File: config.mk
export PLATFORM = sky130hd
export DESIGN_NAME = lava_alu
export DESIGN_NICKNAME = d
export VERILOG_FILES = /design/src/rtl/lava_alu.sv
export SDC_FILE = /design/constraint.sdc
export NUM_CORES = 1
export LEC_CHECK = 0
export BUFFER_PORTS_ARGS = -buffer_cell sky130_fd_sc_hd__buf_2
export CELL_PAD_IN_SITES_DETAIL_PLACEMENT = 0
export CELL_PAD_IN_SITES_GLOBAL_PLACEMENT = 1
export CORE_MARGIN = 5
export CORE_UTILIZATION = 50
export CTS_CLUSTER_SIZE = 10
export DETAILED_ROUTE_END_ITERATION = 8
export HOLD_SLACK_MARGIN = 0.05
export PLACE_DENSITY_LB_ADDON = 0.1
export SKIP_CTS_REPAIR_TIMING = 1
export SLEW_MARGIN = 20
export SYNTH_ARGS = -nofsm -noshare
export SYNTH_HDL_FRONTEND = slang
export SYNTH_SLANG_ARGS = --single-unit
File: constraint.sdc
create_clock -name clk -period 0.81 [get_ports clk]
set_input_delay 0.0405 -clock clk [delete_from_list [all_inputs] [get_ports clk]]
set_output_delay 0.0405 -clock clk [all_outputs]
set_load 0.005 [all_outputs]
File: src/rtl/lava_alu.sv
// 8-bit, 16-operation ALU with a single registered result stage.
// The opcode and operands are decoded combinationally and captured on every rising clk edge.
module lava_alu #(
    parameter int WIDTH = 8,
    parameter int OPW   = 4
) (
    input  logic             clk,
    input  logic             rst,
    input  logic [OPW-1:0]   Inst,
    input  logic [WIDTH-1:0] A,
    input  logic [WIDTH-1:0] BusWires,
    output logic [WIDTH-1:0] DelayedResult
);

    localparam logic [OPW-1:0] OP_ADD   = OPW'(0);
    localparam logic [OPW-1:0] OP_SUB   = OPW'(1);
    localparam logic [OPW-1:0] OP_AND   = OPW'(2);
    localparam logic [OPW-1:0] OP_OR    = OPW'(3);
    localparam logic [OPW-1:0] OP_XOR   = OPW'(4);
    localparam logic [OPW-1:0] OP_NOT   = OPW'(5);
    localparam logic [OPW-1:0] OP_SHL   = OPW'(6);
    localparam logic [OPW-1:0] OP_SHR   = OPW'(7);
    localparam logic [OPW-1:0] OP_MUL   = OPW'(8);
    localparam logic [OPW-1:0] OP_INC   = OPW'(9);
    localparam logic [OPW-1:0] OP_DEC   = OPW'(10);
    localparam logic [OPW-1:0] OP_PASSA = OPW'(11);
    localparam logic [OPW-1:0] OP_PASSB = OPW'(12);
    localparam logic [OPW-1:0] OP_ROL   = OPW'(13);
    localparam logic [OPW-1:0] OP_MAX   = OPW'(14);
    localparam logic [OPW-1:0] OP_CLR   = OPW'(15);

    localparam logic [WIDTH-1:0] ONE = WIDTH'(1);

    logic [2:0]       w_shamt;
    logic [WIDTH-1:0] w_mul;
    logic [WIDTH-1:0] w_rol;
    logic [WIDTH-1:0] w_result;
    logic [WIDTH-1:0] r_result;

    assign w_shamt = BusWires[2:0];
    assign w_mul   = A * BusWires;
    // A zero amount makes the right-shift term vanish, so ROL by 0 returns A.
    assign w_rol   = (A << w_shamt) | (A >> (WIDTH - int'(w_shamt)));

    always_comb begin
        w_result = '0;
        case (Inst)
            OP_ADD:   w_result = A + BusWires;
            OP_SUB:   w_result = A - BusWires;
            OP_AND:   w_result = A & BusWires;
            OP_OR:    w_result = A | BusWires;
            OP_XOR:   w_result = A ^ BusWires;
            OP_NOT:   w_result = ~A;
            OP_SHL:   w_result = A << w_shamt;
            OP_SHR:   w_result = A >> w_shamt;
            OP_MUL:   w_result = w_mul;
            OP_INC:   w_result = A + ONE;
            OP_DEC:   w_result = A - ONE;
            OP_PASSA: w_result = A;
            OP_PASSB: w_result = BusWires;
            OP_ROL:   w_result = w_rol;
            OP_MAX:   w_result = (A > BusWires) ? A : BusWires;
            OP_CLR:   w_result = '0;
            default:  w_result = '0;
        endcase
    end

    always_ff @(posedge clk or negedge rst) begin
        if (!rst) begin
            r_result <= '0;
        end else begin
            r_result <= w_result;
        end
    end

    assign DelayedResult = r_result;

endmodule

Word level (Yosys, flattened, before mapping):

Index checks and enable logic that the tools add are counted.

* ROM bits: 0
* flip-flop bits (word level): 8
* RAM bits: 0
* memories kept: 0
* logic and storage cells: 34
* latch bits: 0

* eq/ne operators: 15
* reduce and logical (&&, ||, !) cells: 1
* add/subtract/negate cells: 5
* shift-type cells: 3
* divide/modulo/power cells: 0
* $lt $le $gt $ge: 1
* bitwise logic cells: 5
* multiply operators: 1
* multiplexer cells: 2

Operator list (number)
* 8-bit one-hot mux with 16 select lines: 1
* 4-bit == test, second input constant: 8
* 8-bit by 32-bit right shift with 8-bit output: 1
* 4-bit by 3-bit == test with 1-bit output, second input constant: 4
* 8-bit bitwise OR: 2
* 8-bit by 1-bit adder with 8-bit output, second input constant: 1
* 8-bit adder: 1
* 8-bit bitwise AND: 1
* 4-bit by 2-bit == test with 1-bit output, second input constant: 2
* 8-bit > comparator: 1
* 8-bit by 8-bit multiplier with 8-bit output: 1
* 8-bit two-way mux: 1
* 8-bit inverter: 1
* 8-bit by 3-bit left shift with 8-bit output: 1
* 8-bit by 3-bit right shift with 8-bit output: 1
* 8-bit by 1-bit subtractor with 8-bit output, second input constant: 1
* 8-bit subtractor: 1
* 8-bit bitwise XOR: 1
* 4-bit by 3-bit subtractor with 5-bit output, first input constant: 1
* 4-bit by 1-bit == test with 1-bit output, second input constant: 1
* 4-bit logical NOT: 1

Depth between registers and ports, before layout:

* word-level depth: 4
* gate-level depth with buffers: 19
* mapped depth without buffers: 17

Least setup slack after synthesis:

No wires, ideal clock.

* path kind: input to register
* start point: input BusWires[2]
* end point: register r_result[7] (netlist: DelayedResult[7])
* arrival: 3.396 ns
* setup slack: -2.720 ns
* cell stages on the path: 16
* setup time: 0.134 ns
* data required time: 0.676 ns
* path through: buf_6 -> clkbuf_1 -> nand2_1 -> fa_1 -> inv_1 -> fa_1 -> inv_1 -> fa_1 -> fa_1 -> inv_1 -> ha_1 -> a21oi_1 -> xnor2_1 -> xnor2_1 -> o221ai_1 -> a2bb2oi_1

* longest elaborated chain between the ends: 4
* elaborated cells between the ends (all ways): 11

Ends and longest elaborated chain
* start: declaration: line 11 `input logic [WIDTH-1:0] BusWires,`
* branches (longest 3 deep; another with 8-bit by 8-bit multiplier with 8-bit output)
* 8-bit one-hot mux with 16 select lines *: line 47 `case (Inst)`
* via w_result[7]: line 37 `logic [WIDTH-1:0] w_result;`
* end signal: assignment: line 72 `r_result <= w_result;`
* end: declaration: line 38 `logic [WIDTH-1:0] r_result;`

Mark *: on every way through the listed nets, which the timed path passes.

Worst setup path after layout:

* start point: input A[0]
* end point: register r_result[5] (netlist: DelayedResult[5])

* longest elaborated chain between the ends: 3
* elaborated cells between the ends (all ways): 12

Ends and longest elaborated chain
* start: declaration: line 10 `input logic [WIDTH-1:0] A,`
* branches (longest 2 deep; another with 8-bit by 8-bit multiplier with 8-bit output)
* 8-bit one-hot mux with 16 select lines *: line 47
* via w_result[5]: line 37

Marked as above.

==> results.tsv <==
stage	metric	value	unit
route	wl_per_cell	20.3	um
layout	largest_reg_flops	8	
critical_path	crit_path_cell_trace	buf_8 -> clkinvlp_4 -> nor2_4 -> fa_2 -> fa_1 -> ha_1 -> inv_1 -> fa_1 -> inv_2 -> ha_4 -> xor2_2 -> a311oi_1 -> a22oi_1 -> o211ai_1 -> nor4_1 -> a21oi_1	
route	wl	16000	um
critical_path	critical_path_class	primary input to register	
floorplan	ios	30	
floorplan	die-height	98.3	um
critical_path	slowest_delay	0.49	ns
cts	cts-root-buf	clkbuf_8	
critical_path	path_buf_inv	4	
cts	cts_tree	yes	
sta	rsz0062_at_grt	yes	
sta	fin_setup_tns	-14.91	ns
worst_hold_path	hp-class	primary input to asynchronous set/reset pin	
grt	antenna_found_initial	0	
critical_path	endpoint_kind	register	
route	antenna_left	0	
grt	grt_pass1_vias	4572	
yosys	avgSynthCellArea	7.25	um^2
route	vias	4733	
cts	clkSinkCount	8	
pwr	power_leakage	2.57	nW
place	place_inst	779	
sta	hold_viol_final	0	
layout	drive_gt1_frac	0.383	
sta	hold-worst-slack	0.184	ns
yosys	synth-seq-cells	8	
floorplan	row_count	32	
yosys	synth-edff-count	0	
grt	grt_max_degree	31	
yosys	ys_warn_count	0	
cts	cts-htree-levels	1	
pwr	power.density	1020	nW/um^2
yosys	syn_area	3900	um^2
sta	maxSlewViolCount	0	
place	pre_cts_ws	-2.70	ns
cts	cts.clk_slew.worst_paths	0.05	ns
yosys	synth_cells	538	
route	via_per_inst	6.00	
grt	overflow	0	
floorplan	die_area	9660	um^2
place	place_congestion	0.975	
grt	track_usage	0.320	
yosys	yosysSeqAreaShare	0.0513	
layout	seqCellArea	200	um^2
cts	cts_max_path_buffers	2	
grt	grt_pass1_wl	24500	um
layout	instances_no_fill	789	
sta	worst_slew_pin_slew	0.509	ns
layout	diodes	0	
layout	multi_input_area	3560	um^2
critical_path	crit_path_start_kind	primary input	
sta	max_freq	0.315	GHz
sta	worst_slack	-2.36	ns
critical_path	cp_common_cell	fa_1	
layout	post-route-util	0.724	
critical_path	path_max_fanout	4	
critical_path	crit_slowest_cell	fa_1	
sta	slew_headroom	0.660	
critical_path	path_delay_family	adder cells	
yosys	synth_cell_types	75	
sta	period_needed	3.17	ns
yosys	async_reset_ff_frac	1.00	
critical_path	required	0.92	ns
cts	numCtsBuffers	3	
floorplan	floorplan.initialDensity	0.510	
critical_path	arrival	3.28	ns
sta	fin_crit_sh	3.92	
sta	setup_viol	8	
yosys	synth_top_flop_cell	dfrtp_1	
layout	syn_to_final_growth	42.1	%
layout	fillCellCount	634	
floorplan	die_w	98.3	um
floorplan	core_area	7650	um^2
place	place.port_buffers	29	
route	firstDrtPassIters	5	
route	drc	0	
pwr	vdd_ir_drop_max	752	uV
job	max-cap-violations	0	
status	outcome	complete, but fails checks	
place	post-dp-hpwl	12600	um
yosys	synthesis.nets	623	
status	violations	setup timing	
layout	layout.nets	774	
route	drtIter0Drc	651	
==> worst paths after layout <==
path	slack, ns	from	depth (start not counted)	to
setup / recovery	-2.36	A[0]	16	DelayedResult[5]$_DFF_PN0_
min in group clk	0.29	BusWires[6]	5	DelayedResult[6]$_DFF_PN0_
hold / removal	0.18	rst	2	DelayedResult[0]$_DFF_PN0_
max in group asynchronous	0.43	rst	2	DelayedResult[3]$_DFF_PN0_
==> per-layer routing <==
layer,track usage,vias to the layer above,part of all wire
li1,-,2176,-
met1,0.438,2218,0.40
met2,0.507,295,0.46
met3,0.0507,44,0.11
met4,0.117,0,0.034
met5,0,-,0
==> kinds of logic after synthesis <==
group                    Yosys count  share of synthesized area
AO/OA/AOI/OAI                    145                      0.247
AND/OR/NAND/NOR                  183                      0.219
flip-flops                         8                     0.0513
multiplexers                      21                     0.0722
adder cells (fa/ha/maj)           63                      0.229
XOR/XNOR                          33                     0.0761
buffers and inverters             85                      0.106
==> report_power, final <==
part	switching (W)	total (W)	leakage [nW]	internal, W
logic	0.00239	0.00462	2.45	0.00223
clock network	0.000197	0.000523	0.0216	0.000326
registers	0.0000280	0.000505	0.0973	0.000477
==> final cells by class <==
cell class | count | area share
Multi-Input combinational cell | 445 | 0.644
Timing Repair Buffer | 178 | 0.249
Inverter | 53 | 0.0407
Sequential cell | 8 | 0.0361
Tap cell | 102 | 0.0230
Clock buffer | 3 | 0.00745
==> layout by cell type, fill, tap and decap left out, types with 6 or more instances in the layout <==
cell type / Yosys / routed
o211ai_1: 6 / 6
a21oi_1: 40 / 37
ha_4: 0 / 11
nand2b_1: 11 / 10
dfrtp_1: 8 / 8
inv_1: 52 / 35
nor2_1: 75 / 72
buf_4: 2 / 144
a22oi_1: 6 / 6
xnor2_1: 27 / 26
nand2_1: 49 / 45
o21ai_0: 33 / 30
fa_1: 14 / 9
mux2i_1: 11 / 10
o22ai_1: 10 / 10
inv_2: 1 / 12
buf_2: 16 / 21
ha_1: 49 / 36
==> per-stage QoR <==
step	instance area (um^2)	power [W]
floorplan	4170	0.00316
global placement	5230	0.00457
detailed placement	5230	0.00467
CTS	5270	0.00520
global route	5540	0.00603
finish	5540	0.00565
==> Yosys cell counts, drive strengths merged (5+ instances only) <==
cell type / n / area (um^2)
xnor2: 28 / 253
fa: 14 / 280
o22ai: 10 / 62.6
o211ai: 6 / 45.0
mux4: 5 / 113
nand2: 50 / 190
nor3: 7 / 40.0
o221ai: 7 / 78.8
nand2b: 11 / 68.8
dfrtp: 8 / 200
mux2i: 12 / 124
inv: 53 / 199
nor2: 77 / 294
xor2: 5 / 43.8
buf: 21 / 133
nor2b: 6 / 40.0
clkbuf: 11 / 81.3
a21oi: 42 / 218
a22oi: 6 / 45.0
o21ai: 35 / 175
ha: 49 / 613
(Power assumes the default switching activity.)
